$ cat src/rtl/cv32e40p_sleep_ctrl.sv
// SoC-side sleep controller for a CV32E40P core.
// Boots the core with a single fetch-enable pulse, filters the core's sleep
// indication before gating its clock, and holds interrupts and debug requests
// away from the core until its clock has been running for a few cycles again.
// Also keeps a saturating count of cycles spent asleep and a sticky flag for
// sleep-protocol violations.
module cv32e40p_sleep_ctrl #(
  parameter int BOOT_DELAY   = 4,
  parameter int SLEEP_FILTER = 2,
  parameter int WAKE_DELAY   = 3,
  parameter int CNT_W        = 32
) (
  input  logic             clk_i,
  input  logic             rst_i,
  input  logic             boot_en_i,
  output logic             fetch_enable_o,
  input  logic             core_sleep_i,
  output logic             core_clock_en_o,
  input  logic [31:0]      irq_src_i,
  input  logic [31:0]      irq_mask_i,
  output logic [31:0]      irq_o,
  input  logic             debug_req_src_i,
  output logic             debug_req_o,
  output logic             sleeping_o,
  output logic [CNT_W-1:0] sleep_cycles_o,
  input  logic             sleep_cycles_clr_i,
  output logic             protocol_err_o
);

  localparam logic [2:0] S_BOOT       = 3'd0;
  localparam logic [2:0] S_RUN        = 3'd1;
  localparam logic [2:0] S_SLEEP_PEND = 3'd2;
  localparam logic [2:0] S_SLEEP      = 3'd3;
  localparam logic [2:0] S_WAKE       = 3'd4;

  // Counter widths sized to hold their terminal values; never narrower than 1.
  localparam int BOOT_W = (BOOT_DELAY > 0) ? $clog2(BOOT_DELAY + 1) : 1;
  localparam int FILT_W = $clog2(SLEEP_FILTER + 1);
  localparam int WAKE_W = (WAKE_DELAY > 1) ? $clog2(WAKE_DELAY) : 1;

  localparam logic [BOOT_W-1:0] BOOT_LAST = BOOT_W'(BOOT_DELAY);
  localparam logic [FILT_W-1:0] FILT_LAST = FILT_W'(SLEEP_FILTER);
  localparam logic [WAKE_W-1:0] WAKE_LAST = WAKE_W'(WAKE_DELAY - 1);

  logic [2:0]        state_q, state_d;
  logic [BOOT_W-1:0] boot_cnt_q, boot_cnt_d;
  logic [FILT_W-1:0] filt_cnt_q, filt_cnt_d;
  logic [WAKE_W-1:0] wake_cnt_q, wake_cnt_d;
  logic [CNT_W-1:0]  sleep_cnt_q, sleep_cnt_d;
  logic              err_q, err_d;

  logic wake;
  logic fwd;

  // A wake event is any enabled interrupt or a debug request; both are levels.
  assign wake = (|(irq_src_i & irq_mask_i)) | debug_req_src_i;

  // Only a core whose clock has settled may see interrupts or debug requests.
  assign fwd = (state_q == S_RUN) || (state_q == S_SLEEP_PEND);

  assign irq_o           = fwd ? irq_src_i : '0;
  assign debug_req_o     = fwd & debug_req_src_i;
  assign core_clock_en_o = (state_q != S_SLEEP);
  assign sleeping_o      = (state_q == S_SLEEP);
  assign sleep_cycles_o  = sleep_cnt_q;
  assign protocol_err_o  = err_q;

  // The pulse happens only on the BOOT exit cycle, so it cannot recur until reset.
  assign fetch_enable_o = !rst_i && (state_q == S_BOOT) && boot_en_i &&
                          (boot_cnt_q == BOOT_LAST);

  // Next-state and counter updates for the boot/sleep/wake sequence.
  always_comb begin
    // NOTE: every signal assigned here gets a default first so no latch is inferred.
    state_d    = state_q;
    boot_cnt_d = boot_cnt_q;
    filt_cnt_d = filt_cnt_q;
    wake_cnt_d = wake_cnt_q;
    case (state_q)
      S_BOOT: begin
        if (boot_en_i) begin
          if (boot_cnt_q == BOOT_LAST) state_d = S_RUN;
          else                         boot_cnt_d = boot_cnt_q + 1'b1;
        end
      end
      S_RUN: begin
        if (core_sleep_i && !wake) begin
          state_d    = S_SLEEP_PEND;
          filt_cnt_d = FILT_W'(1);
        end
      end
      S_SLEEP_PEND: begin
        // A pending wake always beats clock gating.
        if (!core_sleep_i || wake) begin
          state_d    = S_RUN;
          filt_cnt_d = '0;
        end else if (filt_cnt_q == FILT_LAST) begin
          state_d = S_SLEEP;
        end else begin
          filt_cnt_d = filt_cnt_q + 1'b1;
        end
      end
      S_SLEEP: begin
        if (wake) begin
          state_d    = S_WAKE;
          wake_cnt_d = '0;
        end
      end
      S_WAKE: begin
        // Return to RUN even if the source vanished; the core simply sleeps again.
        if (wake_cnt_q == WAKE_LAST) state_d = S_RUN;
        else                         wake_cnt_d = wake_cnt_q + 1'b1;
      end
      default: state_d = S_BOOT;
    endcase
  end

  // Saturating sleep-cycle statistics; a clear wins over an increment.
  always_comb begin
    sleep_cnt_d = sleep_cnt_q;
    if (sleep_cycles_clr_i)                            sleep_cnt_d = '0;
    else if (state_q == S_SLEEP && sleep_cnt_q != '1)  sleep_cnt_d = sleep_cnt_q + 1'b1;
  end

  // Sticky violation flag: core awake while gated, or asleep before it was booted.
  assign err_d = err_q |
                 ((state_q == S_SLEEP) && !core_sleep_i) |
                 ((state_q == S_BOOT)  &&  core_sleep_i);

  // State registers with synchronous reset back to BOOT.
  always_ff @(posedge clk_i) begin
    // NOTE: sequential state uses non-blocking assignments so all registers update together.
    if (rst_i) begin
      state_q     <= S_BOOT;
      boot_cnt_q  <= '0;
      filt_cnt_q  <= '0;
      wake_cnt_q  <= '0;
      sleep_cnt_q <= '0;
      err_q       <= 1'b0;
    end else begin
      state_q     <= state_d;
      boot_cnt_q  <= boot_cnt_d;
      filt_cnt_q  <= filt_cnt_d;
      wake_cnt_q  <= wake_cnt_d;
      sleep_cnt_q <= sleep_cnt_d;
      err_q       <= err_d;
    end
  end

endmodule
$ cat config.mk
export PLATFORM = sky130hd
export DESIGN_NAME = cv32e40p_sleep_ctrl
export DESIGN_NICKNAME = d
export VERILOG_FILES = /design/src/rtl/cv32e40p_sleep_ctrl.sv
export SDC_FILE = /design/constraint.sdc
export NUM_CORES = 1
export LEC_CHECK = 0
export CORE_UTILIZATION = 40
export DETAILED_ROUTE_END_ITERATION = 10
export PLACE_DENSITY_LB_ADDON = 0.08
export SLEW_MARGIN = 10
export SYNTH_ARGS = -nofsm -noshare
export SYNTH_HDL_FRONTEND = slang
export SYNTH_SLANG_ARGS = --single-unit
$ cat constraint.sdc
create_clock -name clk_i -period 2.1 [get_ports clk_i]
set_input_delay 0.315 -clock clk_i [delete_from_list [all_inputs] [get_ports clk_i]]
set_output_delay 0.315 -clock clk_i [all_outputs]
set_load 0.01 [all_outputs]
Yosys cells after proc, flatten, opt, wreduce, memory -nomap -nowiden

Index checks and enable logic that the tools add are counted.

Register bits: 43
Bits of input ports: 70
Logic and storage cells: 70

Add/subtract/negate cells: 4
Eq/ne operators: 17
Multiplexer cells: 16
Bitwise gates (word level): 6
Reductions and logical operators: 21

Operators by type and width:

| operator                | count |
|---|---|
| $add A32 B1 Y32 const B | 1 |
| $and A32 B32 Y32        | 1 |
| $mux W32                | 1 |
| $ne A32 B32 Y1 const B  | 1 |
| $reduce_or A32 Y1       | 1 |
| $mux W3                 | 7 |
| $pmux W3 S5             | 1 |
| $mux W2                 | 5 |
| $reduce_and A3 Y1       | 3 |
| $pmux W2 S2             | 2 |
| $logic_and A1 B1 Y1     | 7 |
| $eq A3 B2 Y1 const B    | 2 |
| $eq A3 B3 Y1 const B    | 2 |
| $ne A2 B1 Y1 const B    | 3 |
| $ne A2 B2 Y1 const B    | 3 |
| $reduce_and A6 Y1       | 1 |
| $add A2 B1 Y2 const B   | 2 |
| $eq A2 B2 Y1 const B    | 2 |
| $reduce_bool A2 Y1      | 2 |
| $add A3 B1 Y3 const B   | 1 |
| $eq A3 B1 Y1 const B    | 1 |
| $logic_not A1 Y1        | 3 |
| $logic_not A3 Y1        | 1 |
| $ne A3 B1 Y1 const B    | 1 |
| 7 further kinds         | 10 |

Logic depth before layout (Yosys ltp)

Word-level depth: 7
Gate-level depth with buffers: 8
Gate-level depth less buffers: 8

Least setup slack after synthesis

No wires, ideal clock.

Kind: register to register
Start: register sleep_cnt_q[0], in the netlist sleep_cycles_o[0]
End: register sleep_cnt_q[27], in the netlist sleep_cycles_o[27]
Library setup time: 128 ps
Arrival: 1839 ps
Required time: 1972 ps
Slack: 133 ps
Cell stages (with the launch flop): 9
Cell sequence: dfxtp_1 ha_1 inv_1 or3_1 o311ai_2 buf_6 nor3_2 xnor2_1 nor2_1

Word-level cells in the longest chain between the ends: 2
Elaborated cells between the ends (all ways): 3
Those cells by class: add/sub (1); eq/ne (1); reduce/logical (1)

RTL lines:

| item                                                                    | RTL line | RTL |
|---|---|---|
| start: declaration                                                      | 49       | `logic [CNT_W-1:0] sleep_cnt_q, sleep_cnt_d;` |
| start signal: assignment                                                | 145      | `sleep_cnt_q <= sleep_cnt_d;` |
| parallel branches: the longest is 2 deep, another holds $add A32 B1 Y32 | n/a      |  |

Several ways; the timed one is not identified.
A chain may end at the register's enable or synchronous reset.

Worst setup path in the final report

Start: register state_q[1]
End: output port sleeping_o

Word-level cells in the longest chain between the ends: 1

RTL lines:

| item                     | RTL line | RTL |
|---|---|---|
| start: declaration       | 45       | `logic [2:0] state_q, state_d;` |
| start signal: assignment | 141      | `state_q <= state_d;` |
| $eq A3 B2 Y1             | 64       | `assign sleeping_o = (state_q == S_SLEEP);` |
| end: declaration         | 24       | `output logic sleeping_o,` |

Every way passes these cells.

==> qor.json <==
{
  "status": {"value": "finished clean"},
  "largest_vdd_supply_drop": {"value": 0.350, "unit": "mV"},
  "fp.dieW": {"value": 82.9, "unit": "um"},
  "routed_wl": {"value": 8.20, "unit": "mm"},
  "worst-path-max-fanout": {"value": 7},
  "worst_pin_slew": {"value": 0.402, "unit": "ns"},
  "grt_max_degree": {"value": 33},
  "finalMaxSlewViolations": {"value": 0},
  "max_clock_freq": {"value": 494, "unit": "MHz"},
  "tritoncts.num_buffers": {"value": 5},
  "reg2reg_setup_slack": {"value": 0.17, "unit": "ns"},
  "final_min_period_over_clock_period": {"value": 96.3, "unit": "%"},
  "clock_transition_time_at_the_flip_flop_clock_pins_of_the_worst_setup_and_hold_paths": {"value": 0.08, "unit": "ns"},
  "number_of_remaining_drc_errors": {"value": 0},
  "power.density": {"value": 384, "unit": "nW/um^2"},
  "synth_enable_flop_cells": {"value": 0},
  "hp-class": {"value": "reg2reg"},
  "path_cells": {"value": "buf_4 > nand3b_2 > buf_4 > clkinv_1 > clkdlybuf4s50_1"},
  "timing.reg2reg.worst_path_depth": {"value": 8},
  "combined_buffer_and_inverter_count_along_the_critical_path": {"value": 4},
  "timing.rr.start": {"value": "sleep_cycles_o[6]$_SDFFE_PP0P_"},
  "via_per_inst": {"value": 5.33},
  "cts_tree": {"value": "built"},
  "initial_core_util": {"value": 41.2, "unit": "%"},
  "htree_levels": {"value": 2},
  "finalSetupViolations": {"value": 0},
  "gr-total-overflow": {"value": 0},
  "data_required_time_of_the_critical_path": {"value": 1.78, "unit": "ns"},
  "worstSkewPairLatency": {"value": 0.31, "unit": "ns"},
  "layout-drive-gt1-share": {"value": 12.2, "unit": "%"},
  "yosys_most_used_dff": {"value": "dfxtp_1"},
  "slowest_delay": {"value": 0.53, "unit": "ns"},
  "whs_path_depth": {"value": 2},
  "i_o_pins": {"value": 139},
  "cts.path.max_buffers": {"value": 2},
  "synth.ff_latch_count": {"value": 43},
  "path_common_cell": {"value": "buf_4"},
  "design.core.area": {"value": 6350, "unit": "um^2"},
  "initial_antenna_violation_count": {"value": 0},
  "syn_avg_cell_area": {"value": 8.03, "unit": "um^2"},
  "post_synth_inst_count": {"value": 326},
  "sequential_to_total_area_share_from_yosys_stat": {"value": 32.9, "unit": "%"},
  "holdCritStartpoint": {"value": "protocol_err_o$_SDFF_PP0_"},
  "worst_path_top_cell_family_by_delay": {"value": "buffers and inverters"},
  "root_buffer": {"value": "clkbuf_8"},
  "antenna_left": {"value": 0},
  "report.final.hold_viol_count": {"value": 0},
  "drt_pre_antenna_iters": {"value": 4},
  "chipHeight": {"value": 82.9, "unit": "um"},
  "global_route.usage.total": {"value": 24.3, "unit": "%"},
  "post-dp-hpwl": {"value": 6.49, "unit": "mm"},
  "crit_path_kind": {"value": "reg2out"},
  "fin_nets": {"value": 565},
  "grt_pass1_vias": {"value": 3025},
  "placement_rows": {"value": 29},
  "synthesis.yosys.warnings": {"value": 0},
  "mappedNetlistArea": {"value": 2620, "unit": "um^2"},
  "slowest_stage": {"value": "clkdlybuf4s50_1"},
  "worstSetupStartpointType": {"value": "register"},
  "final.min_clock_period": {"value": 2.02, "unit": "ns"},
  "critPathArrivalTime": {"value": 1.71, "unit": "ns"},
  "synth.lib_cells_used.distinct": {"value": 51},
  "die_area": {"value": 6870, "unit": "um^2"},
  "grt_setup_unrepaired": {"value": "false"},
  "leakagePower": {"value": 1.74, "unit": "nW"},
  "n_antenna_cell": {"value": 0},
  "drt-initial-drc-count": {"value": 141},
  "finalWeightedCongestion": {"value": 0.764},
  "layout.cell_area.non_filler": {"value": 4440, "unit": "um^2"},
  "maxSlewHeadroom": {"value": 72.5, "unit": "%"},
  "syn_to_layout_area_delta": {"value": 69.5, "unit": "%"},
  "grt_pass1_wl": {"value": 13.9, "unit": "mm"},
  "syn_nets": {"value": 401},
  "io_buffer_count": {"value": 138},
  "post-layout-total-power": {"value": 0.00170, "unit": "W"},
  "clock_sink_total": {"value": 43},
  "dpl-instance-area": {"value": 4250, "unit": "um^2"},
  "setup.worst_path.end_class": {"value": "output port"},
  "fillerInstances": {"value": 508},
  "drv_cap": {"value": 0},
  "regToRegEndpoint": {"value": "sleep_cycles_o[25]$_SDFFE_PP0P_"},
  "whs_endpoint": {"value": "protocol_err_o$_SDFF_PP0_"},
  "fin_worst_skew": {"value": 0.0145, "unit": "ns"},
  "via_count": {"value": 3025},
  "post_drt_wl_per_cell": {"value": 14.4, "unit": "um"},
  "async_flop_share": {"value": 0, "unit": "%"}
}
[metal layers]
metal	up-vias	global-route usage, %	routed length [um]
met5	-	0	0
met4	0	7.21	147
met3	15	5.37	456
met2	95	44.0	4170
met1	1396	28.5	3420
li1	1519	-	-
[cell families (layout without fill, tap and decap cells)]
group / after synthesis / count (layout) / share of synthesized area, %
and+or+nand+nor: 164 / 164 / 36.9
DFF: 43 / 43 / 32.9
xor gates and xnor gates: 17 / 17 / 5.69
buffers and inverters: 26 / 191 / 4.30
muxes: 1 / 1 / 0.382
AOI/OAI and AO/OA: 70 / 70 / 17.5
adders and majority gates: 5 / 5 / 2.39
[cells in the mapped netlist, drive strengths merged (5+ instances only)]
cell type / n / share of area (%)
nor3: 13 / 3.4
clkbuf: 11 / 1.6
or3: 18 / 4.3
a21oi: 22 / 4.2
a221oi: 7 / 2.3
inv: 10 / 1.4
and4: 6 / 2.0
and2: 33 / 7.9
dfxtp: 43 / 33
nand4: 15 / 4.2
o21ai: 20 / 3.8
xnor2: 16 / 5.4
nand2: 21 / 3.0
and3: 6 / 1.4
a22o: 6 / 2.0
ha: 5 / 2.4
nand3: 7 / 1.3
nor2: 28 / 4.0
[layout make-up]
type	instances	area, um^2	area share (%)
tap	77	96.3	2.17
multi-input combinational	257	1690	38.0
sequential	43	865	19.5
inverter	11	41.3	0.930
clock buffer	5	68.8	1.55
timing repair buffer	172	1640	36.9
clock inverter	3	43.8	0.986
[through the flow]
step	cells	hold WS (ns)	worst slack, ns	setup TNS [ns]	util, %
6_report	568	0.489	0.0774	0	69.9
4_1_cts	567	0.491	0.0244	0	69.5
3_3_place_gp	554	0.458	-0.112	-0.166	66.9
5_1_grt	568	0.537	0.000824	0	69.9
2_1_floorplan	326	0.464	0.133	0	-
3_5_place_dp	554	0.462	-0.184	-0.461	66.9
[state kept, by name (all words and copies together) (netlist names)]
register,count
state_q,3
boot_cnt_q,3
sleep_cycles_o,32
protocol_err_o,1
wake_cnt_q,2
filt_cnt_q,2
[how the worst max path moves through the flow]
stage,startpoint,to,slack [ns],cells past startpoint
6_report,state_q[1]$_SDFFE_PP0P_,sleeping_o,0.08,5
5_1_grt,state_q[0]$_SDFFE_PP0P_,irq_o[18],0.0008,6
4_1_cts,state_q[2]$_SDFFE_PP0P_,sleeping_o,0.02,4
3_5_place_dp,irq_src_i[1],filt_cnt_q[1]$_SDFFE_PP0P_,-0.18,7
3_3_place_gp,irq_src_i[0],filt_cnt_q[1]$_SDFFE_PP0P_,-0.11,7
2_1_floorplan,sleep_cycles_o[0]$_SDFFE_PP0P_,sleep_cycles_o[27]$_SDFFE_PP0P_,0.13,8
[what timing repair did]
| item | in CTS | in global routing |
|---|---|---|
| gates cloned | 2 | 0 |
| setup buffers | 3 | 1 |
| resized for setup | 46 | 4 |
| pin swaps | 1 | 1 |
| hold buffers | 0 | 0 |
| endpoints found under the setup margin | 33 | 23 |
[report_power, final]
group / switching, W / internal (W)
registers: 0.00000398 / 0.000821
clock network: 0.000299 / 0.000354
logic: 0.0000697 / 0.000156
total: 0.000373 / 0.00133
[worst min-delay path, cell delays in order, from the launching register on]
cell	delay [ns]
dfxtp_1	0.34
nor2_1	0.05
nor2_1	0.07
[placed cells by master, fill, tap and decap left out, types with 10 or more instances in the layout]
cell	instances
inv_1	10
buf_4	28
or3_1	18
nand2_1	21
nor2_1	28
clkdlybuf4s50_1	104
xnor2_1	16
dlygate4sd2_1	33
and2_1	33
nand4_1	14
dfxtp_1	40
a21oi_1	21
o21ai_0	19
Note: power is estimated with default switching activity, not from simulation.
